==> config.mk <==
export PLATFORM = sky130hd
export DESIGN_NAME = retospect_lif_cell_flat
export DESIGN_NICKNAME = d
export VERILOG_FILES = /design/src/rtl/retospect_lif_cell_if.sv /design/src/rtl/retospect_lif_cell.sv /design/src/flat_wrapper.sv
export SDC_FILE = /design/constraint.sdc
export NUM_CORES = 1
export LEC_CHECK = 0
export CAP_MARGIN = 20
export CORE_ASPECT_RATIO = 2
export CORE_MARGIN = 1
export CORE_UTILIZATION = 36
export CTS_CLUSTER_DIAMETER = 30
export DETAILED_ROUTE_END_ITERATION = 8
export PLACE_DENSITY = 0.49
export SYNTH_ARGS = -nofsm -noshare
export SYNTH_HDL_FRONTEND = slang
export SYNTH_SLANG_ARGS = --single-unit
==> constraint.sdc <==
create_clock -name clk -period 12.5 [get_ports clk]
set_input_delay 3.125 -clock clk [delete_from_list [all_inputs] [get_ports clk]]
set_output_delay 3.125 -clock clk [all_outputs]
set_load 0.01 [all_outputs]
==> src/rtl/retospect_lif_cell_if.sv <==
// Bundles the scan-chain and neuron signal lines of one retospect_lif_cell.
// The master side drives config, clockbus and dendrites; the slave side is the cell.
interface retospect_lif_cell_if #(
    parameter int N_DEND = 4,
    parameter int P_BITS = 6,
    parameter int S_BITS = 3
);
    logic                   config_en;
    logic                   bs_in;
    logic                   bs_out;
    logic [2**S_BITS-1:0]   clockbus;
    logic [N_DEND-1:0]      dendrite;
    logic                   axon;
    logic [P_BITS-1:0]      v_out;

    modport master (
        output config_en, bs_in, clockbus, dendrite,
        input  bs_out, axon, v_out
    );

    modport slave (
        input  config_en, bs_in, clockbus, dendrite,
        output bs_out, axon, v_out
    );
endinterface

==> src/rtl/retospect_lif_cell.sv <==
// Leaky integrate-and-fire neuron with scan-chain configuration, selectable leak,
// refractory period and zero/subtract post-fire reset.
module retospect_lif_cell #(
    parameter int N_DEND = 4,
    parameter int W_BITS = 4,
    parameter int P_BITS = 6,
    parameter int S_BITS = 3,
    parameter int R_BITS = 3
) (
    input  logic                 clk,
    input  logic                 reset,
    input  logic                 reset_nn,
    retospect_lif_cell_if.slave  io
);
    localparam int CFG_LEN = N_DEND*W_BITS + P_BITS + S_BITS + R_BITS + 2;
    localparam int SUM_W   = P_BITS + W_BITS + $clog2(N_DEND) + 1;
    localparam int THR_LSB = N_DEND*W_BITS;
    localparam int SEL_LSB = THR_LSB + P_BITS;
    localparam int RL_LSB  = SEL_LSB + S_BITS;
    localparam int LM_BIT  = RL_LSB + R_BITS;
    localparam int FM_BIT  = LM_BIT + 1;

    logic [CFG_LEN-1:0]      cfg_q, cfg_d;
    logic [P_BITS-1:0]       v_q, v_d;
    logic [R_BITS-1:0]       refr_cnt_q, refr_cnt_d;
    logic                    axon_q, axon_d;

    logic [P_BITS-1:0]       thr;
    logic [S_BITS-1:0]       leak_sel;
    logic [R_BITS-1:0]       refr_len;
    logic                    leak_mode;
    logic                    fire_mode;

    logic [P_BITS-1:0]       v_l;
    logic [P_BITS-1:0]       v_n;
    logic signed [SUM_W-1:0] sum_s;
    logic signed [SUM_W-1:0] v_sum;
    logic                    fire;

    assign thr       = cfg_q[THR_LSB +: P_BITS];
    assign leak_sel  = cfg_q[SEL_LSB +: S_BITS];
    assign refr_len  = cfg_q[RL_LSB +: R_BITS];
    assign leak_mode = cfg_q[LM_BIT];
    assign fire_mode = cfg_q[FM_BIT];

    // Clamp the wide signed membrane sum into the unsigned potential range.
    function automatic logic [P_BITS-1:0] sat_pot(input logic signed [SUM_W-1:0] x);
        if (x[SUM_W-1])
            return '0;
        else if (|x[SUM_W-2:P_BITS])
            return '1;
        else
            return x[P_BITS-1:0];
    endfunction

    always_comb begin
        v_l = v_q;
        if (io.clockbus[leak_sel]) begin
            if (leak_mode)
                v_l = (v_q == '0) ? '0 : v_q - P_BITS'(1);
            else
                v_l = v_q >> 1;
        end

        // Every active dendrite contributes; weights are sign-extended first.
        sum_s = '0;
        for (int i = 0; i < N_DEND; i++) begin
            if (io.dendrite[i])
                sum_s = sum_s + $signed({{(SUM_W-W_BITS){cfg_q[i*W_BITS + W_BITS - 1]}},
                                         cfg_q[i*W_BITS +: W_BITS]});
        end
        v_sum = $signed({{(SUM_W-P_BITS){1'b0}}, v_l}) + sum_s;
        v_n   = sat_pot(v_sum);
        fire  = (thr != '0) && (v_n >= thr);
    end

    always_comb begin
        cfg_d      = cfg_q;
        v_d        = v_q;
        refr_cnt_d = refr_cnt_q;
        axon_d     = 1'b0;
        if (reset) begin
            cfg_d      = '0;
            v_d        = '0;
            refr_cnt_d = '0;
        end else if (reset_nn) begin
            v_d        = P_BITS'(1);
            refr_cnt_d = '0;
        end else if (io.config_en) begin
            cfg_d = {io.bs_in, cfg_q[CFG_LEN-1:1]};
        end else if (refr_cnt_q != '0) begin
            refr_cnt_d = refr_cnt_q - R_BITS'(1);
            v_d        = v_l;
        end else if (fire) begin
            axon_d     = 1'b1;
            refr_cnt_d = refr_len;
            v_d        = fire_mode ? (v_n - thr) : '0;
        end else begin
            v_d = v_n;
        end
    end

    always_ff @(posedge clk) begin
        cfg_q      <= cfg_d;
        v_q        <= v_d;
        refr_cnt_q <= refr_cnt_d;
        axon_q     <= axon_d;
    end

    assign io.bs_out = cfg_q[0];
    assign io.axon   = axon_q;
    assign io.v_out  = v_q;
endmodule

==> src/flat_wrapper.sv <==
// flat-port wrapper written by rule: the top's interface ports become plain ports
module retospect_lif_cell_flat 
#(
    parameter int N_DEND = 4,
    parameter int W_BITS = 4,
    parameter int P_BITS = 6,
    parameter int S_BITS = 3,
    parameter int R_BITS = 3
)
  (clk, reset, reset_nn, io_config_en, io_bs_in, io_clockbus, io_dendrite, io_bs_out, io_axon, io_v_out);
  retospect_lif_cell_if #(.N_DEND(N_DEND), .P_BITS(P_BITS), .S_BITS(S_BITS)) io_i ();
  input  logic clk;
  input  logic reset;
  input  logic reset_nn;
  input wire logic [$bits(io_i.config_en)-1:0] io_config_en;
  input wire logic [$bits(io_i.bs_in)-1:0] io_bs_in;
  input wire logic [$bits(io_i.clockbus)-1:0] io_clockbus;
  input wire logic [$bits(io_i.dendrite)-1:0] io_dendrite;
  output wire logic [$bits(io_i.bs_out)-1:0] io_bs_out;
  output wire logic [$bits(io_i.axon)-1:0] io_axon;
  output wire logic [$bits(io_i.v_out)-1:0] io_v_out;
  assign io_i.config_en = io_config_en;
  assign io_i.bs_in = io_bs_in;
  assign io_i.clockbus = io_clockbus;
  assign io_i.dendrite = io_dendrite;
  assign io_bs_out = io_i.bs_out;
  assign io_axon = io_i.axon;
  assign io_v_out = io_i.v_out;
  retospect_lif_cell #(.N_DEND(N_DEND), .W_BITS(W_BITS), .P_BITS(P_BITS), .S_BITS(S_BITS), .R_BITS(R_BITS)) u_core (.clk(clk), .reset(reset), .reset_nn(reset_nn), .io(io_i));
endmodule
==> results.json, run 1 <==
{
  "status": "finished clean",
  "grt_pass1_vias": 4433,
  "post-cts-setup-buffer-count": 0,
  "grt_overflow_total": 0,
  "finalHoldViolCount": 0,
  "power_density_nw_per_um2": 70.7,
  "multi_input_area_um2": 3500,
  "final_common_cell": "nand2_1",
  "whs_ps": 470,
  "grt_start_max_net_pins": 34,
  "cts_root_buffer": "clkbuf_16",
  "synthCells": 611,
  "required_ps": 12660,
  "coreArea_um2": 12100,
  "htree_levels": 2,
  "place_hpwl_um": 11000,
  "hold_depth": 2,
  "min_to": "u_core.cfg_q[0]",
  "tns_ps": 0,
  "ctsLongestPathBuffers": 2,
  "num_io_pins": 25,
  "viasPerCell": 5.75,
  "final_cell_mix": "99 x nand2_1, 79 x a21oi_1, 52 x nor2_1, 46 x ha_1, 40 x dfxtp_1",
  "hp-class": "reg2reg",
  "ff_latch_area_um2": 801,
  "start_util_pct": 36.9,
  "finalPower_mw": 0.355,
  "rows": 57,
  "cp_slowest_stage_delay_ps": 630,
  "ff2ff_path_depth": 40,
  "antenna_found_initial": 0,
  "cap_violations": 0,
  "cp-start-kind": "input pin",
  "tightest_slew_ps": 990,
  "dieWidth_um": 80.8,
  "fin_crit_sh_pct": 93.3,
  "synth.distinct_cells": 65,
  "ys_seq_elements": 40,
  "cts_made_buffers": 5,
  "insertedDiodeCount": 0,
  "nFillCells": 1309,
  "ys_async_sr_fraction_pct": 0,
  "reg2reg_from": "u_core.cfg_q[0]",
  "cp_slowest_cell": "or4b_1",
  "crit-reg2reg-capture": "u_core.io.v_out[0]",
  "crit_arrival_ps": 11820,
  "grt_setup_unrepaired": "false",
  "port_buffers": 24,
  "firstDrtPassIters": 4,
  "cts_tree": "done",
  "dp_cells": 766,
  "max_freq_mhz": 85.8,
  "insertion_delay_ps": 290,
  "cpMostUsedCell": "a21oi_1",
  "p_leak_nw": 2.03,
  "grt.total_usage_pct": 22.1,
  "ys_seq_area_share_pct": 17.9,
  "relSlewSlack_pct": 32.1,
  "yosys_warnings": 0,
  "synth_area_um2": 4470,
  "critPathMaxFanout": 7,
  "synth-main-ff-cell": "dfxtp_1",
  "ctsResizeCount": 0,
  "final_nets": 696,
  "die_y_um": 160,
  "vias": 4447,
  "r2r_slack_ps": 3830,
  "wl_per_cell_um": 17.3,
  "fin_crit_ps": 11660,
  "ctsHoldBuffers": 0,
  "worstSetupPathType": "in2reg",
  "endpoint_kind": "flip-flop",
  "skew_ps": 3.60,
  "clk_pin_slew_ps": 60,
  "globalplace.congestion": 0.900,
  "area_delta_synth_final_pct": 12.2,
  "syn_area_per_cell_um2": 7.31,
  "finalSetupViolations": 0,
  "drive_above_1_share_pct": 6.54,
  "finalNonFillerCells": 774,
  "dieArea_um2": 12900,
  "worstHoldStart": "u_core.cfg_q[0]",
  "drc_errors": 0,
  "first_iter_violations": 130,
  "synth_nets": 681,
  "cts.sinks": 40,
  "grt_pass1_wl_um": 21800,
  "ir_drop_v": 0.0000874,
  "ant_nets": 0,
  "drv_slew": 0,
  "detail_route.wirelength_um": 13400,
  "synth_edf_count": 0
}
-- logic make-up (layout without fill, tap and decap cells) --
| group | count (synthesis) | after routing | synth area share (%) |
|---|---|---|---|
| compound gates | 201 | 201 | 29.0 |
| xor+xnor | 21 | 21 | 4.42 |
| simple gates | 236 | 236 | 24.6 |
| flops | 40 | 40 | 17.9 |
| mux | 15 | 15 | 4.17 |
| buf+inv | 45 | 61 | 3.86 |
| fa+ha+maj | 53 | 53 | 16.0 |
-- worst max-delay path, delay by kind of cell --
kind / cells / cell delay [ps]
buffers and inverters: 3 / 550
AND/OR/NAND/NOR: 11 / 2070
adder cells (fa/ha/maj): 8 / 2700
AO/OA/AOI/OAI: 18 / 3160
XOR/XNOR: 1 / 180
-- flip-flops by register name (all words and copies together), names as in the netlist --
register / cells
u_core.refr_cnt_q: 3
u_core.io.v_out: 6
u_core.io.axon: 1
u_core.cfg_q: 30
-- cell usage after synthesis, drive strengths merged (5+ instances only) --
| cell type | instances | area [µm²] |
|---|---|---|
| dfxtp | 40 | 801 |
| o21ai | 38 | 190 |
| o31ai | 7 | 52.6 |
| nor2 | 53 | 199 |
| nor3 | 14 | 75.1 |
| nor2b | 7 | 43.8 |
| or3 | 7 | 43.8 |
| mux2 | 9 | 101 |
| nand2 | 99 | 372 |
| xor2 | 6 | 52.6 |
| fa | 7 | 140 |
| inv | 24 | 90.1 |
| xnor2 | 14 | 123 |
| a21oi | 81 | 413 |
| a211oi | 12 | 95.1 |
| o211ai | 10 | 85.1 |
| and2 | 7 | 43.8 |
| and3 | 5 | 31.3 |
| nand2b | 7 | 43.8 |
| a21o | 12 | 90.1 |
| o21a | 6 | 45.0 |
| clkbuf | 15 | 56.3 |
| ha | 46 | 576 |
| a31oi | 6 | 37.5 |
| nand3 | 13 | 65.1 |
-- worst max-delay path by stage --
stage	startpoint	endpoint	slack [ps]	cells past startpoint
floorplan	io_dendrite[0]	u_core.io.v_out[1]	1990	37
global placement	io_dendrite[0]	u_core.io.v_out[0]	700	41
detailed placement	io_dendrite[0]	u_core.io.v_out[0]	540	41
CTS	io_dendrite[0]	u_core.io.v_out[0]	830	41
global route	io_dendrite[0]	u_core.io.v_out[0]	50	41
finish	io_dendrite[0]	u_core.io.v_out[0]	840	41
-- routing by layer --
layer  wire length [µm]  share of wire, %  vias up  track usage [%]
li1                   -                 -     2248                -
met1               4740                35     2086             21.1
met2               7640                57       68             42.8
met3                151               1.1       45             1.66
met4                890               6.6        0             13.8
met5                  0                 0        -                0
-- where the power goes --
| group | total (mW) | internal (mW) | switching [mW] |
|---|---|---|---|
| clock | 0.149 | 0.0948 | 0.0540 |
| combinational | 0.0735 | 0.0295 | 0.0439 |
| sequential | 0.132 | 0.129 | 0.00307 |
| total | 0.355 | 0.254 | 0.101 |
-- final cells by class --
type / instances / area share [%]
multi-input cells: 526 / 69.8
well taps: 147 / 3.67
flip-flops and latches: 40 / 16.0
inverters: 26 / 1.95
clock inverters: 3 / 0.923
clock buffers: 5 / 2.50
repair buffers: 27 / 5.24
-- per-stage QoR --
stage / utilization [%] / worst slack (ps) / cell area (µm²)
2_1_floorplan: - / 1990 / 4470
3_3_place_gp: 39.9 / 705 / 4840
5_1_grt: 41.4 / 53.8 / 5010
4_1_cts: 41.4 / 826 / 5010
3_5_place_dp: 39.9 / 542 / 4840
6_report: 41.4 / 842 / 5010
(Power assumes the default switching activity.)
==> inputs of run 2 (changes only) <==
CORE_ASPECT_RATIO = 0.8   (was 2)
==> results.json, run 2 (synthesis results as in run 1) <==
{
  "cts_root_buffer": "clkbuf_16",
  "insertedDiodeCount": 0,
  "cp_slowest_cell": "or4b_1",
  "dieArea_um2": 12900,
  "grt_pass1_vias": 3939,
  "vias": 4364,
  "ff_latch_area_um2": 801,
  "drv_slew": 0,
  "area_delta_synth_final_pct": 11.8,
  "dpl_worst_slack_ps": 613,
  "dieWidth_um": 127,
  "first_iter_violations": 222,
  "drive_above_1_share_pct": 6.54,
  "cap_violations": 0,
  "max_freq_mhz": 85.3,
  "fin_crit_sh_pct": 93.7,
  "grt_setup_unrepaired": "false",
  "port_buffers": 24,
  "path_buf_inv": 2,
  "nFillCells": 1263,
  "relSlewSlack_pct": 44.7,
  "ir_drop_v": 0.0000631,
  "endpoint_kind": "flip-flop",
  "tns_ps": 0,
  "final.setup.worst_slack_ps": 783,
  "final_core_util_pct": 41.2,
  "final_cell_mix": "99 x nand2_1, 79 x a21oi_1, 52 x nor2_1, 46 x ha_1, 40 x dfxtp_1",
  "status": "finished clean",
  "finalSetupViolations": 0,
  "coreArea_um2": 12100,
  "grt.total_usage_pct": 19.4,
  "grt_pass1_wl_um": 19900,
  "multi_input_area_um2": 3500,
  "detail_route.wirelength_um": 12100,
  "grt_overflow_total": 0,
  "required_ps": 12660,
  "wl_per_cell_um": 15.6,
  "critPathMaxFanout": 8,
  "clk_pin_slew_ps": 60,
  "rows": 36,
  "final_common_cell": "nand2_1",
  "start_util_pct": 36.9,
  "crit_arrival_ps": 11880,
  "die_y_um": 102,
  "drc_errors": 0,
  "num_io_pins": 25,
  "grt_start_max_net_pins": 34,
  "htree_levels": 2,
  "p_leak_nw": 2.02,
  "largest_reg_flops": 30,
  "ctsHoldBuffers": 0,
  "power_density_nw_per_um2": 65.9,
  "ctsResizeCount": 0,
  "tightest_slew_ps": 827,
  "viasPerCell": 5.60,
  "antenna_found_initial": 0,
  "cts_made_buffers": 5,
  "finalHoldViolCount": 0,
  "place_hpwl_um": 9600,
  "cts_tree": "done",
  "globalplace.congestion": 0.861,
  "firstDrtPassIters": 5,
  "cts.sinks": 40,
  "regMostFlops": "u_core.cfg_q",
  "worstSetupPathType": "in2reg",
  "skew_ps": 4.91,
  "ant_nets": 0,
  "crit_family": "simple AND/OR/NAND/NOR gates",
  "ctsLongestPathBuffers": 2,
  "fin_crit_ps": 11720,
  "cp-start-kind": "input pin",
  "insertion_delay_ps": 290,
  "hp-class": "reg2reg",
  "post-cts-setup-buffer-count": 0,
  "cp_slowest_stage_delay_ps": 700,
  "final_nets": 697
}
==> run 2: cell type report <==
type                    count  share of cell area [%]
well taps                 152                    3.81
clock inverters             2                   0.251
inverters                  26                    1.95
clock buffers               5                    2.51
flip-flops and latches     40                    16.0
multi-input cells         526                    70.0
repair buffers             28                    5.41
==> run 2: worst paths after layout <==
kind / start / end / slack, ps / cells after the start
setup / recovery: io_dendrite[0] / u_core.io.v_out[0] / 780 / 37
hold / removal: u_core.cfg_q[29] / u_core.cfg_q[28] / 470 / 2
setup reg to reg: u_core.cfg_q[0] / u_core.io.v_out[0] / 3780 / 36
hold reg to reg: u_core.cfg_q[29] / u_core.cfg_q[28] / 470 / 2
==> run 2: per-layer routing <==
metal | GRT usage [%] | part of all wire, % | vias up
met5 | 0 | 0 | -
met4 | 3.61 | 0.49 | 0
met3 | 2.85 | 3.5 | 7
met2 | 29.4 | 41 | 80
met1 | 29.2 | 55 | 2014
li1 | - | - | 2263
==> run 2: power by group <==
part / leakage (nW) / internal (mW) / switching [mW]
Clock: 0.0657 / 0.0724 / 0.0514
Combinational: 1.63 / 0.0297 / 0.0437
Sequential: 0.324 / 0.129 / 0.00288
Total: 2.02 / 0.231 / 0.0980
==> run 2: worst min-delay path: cells and delay by family (launching register included) <==
family / cells / cell delay (ps)
flip-flops: 1 / 320
AND/OR/NAND/NOR: 1 / 50
AO/OA/AOI/OAI: 1 / 50
==> run 2: metrics by stage <==
stage                     instances  area (µm²)  total power, mW  hold slack [ps]
after floorplan                 611        4470            0.184              440
after global placement          772        4860            0.207              455
after detailed placement        772        4860            0.208              463
after CTS                       779        4990            0.332              473
after global routing            779        4990            0.348              488
final                           779        4990            0.329              468
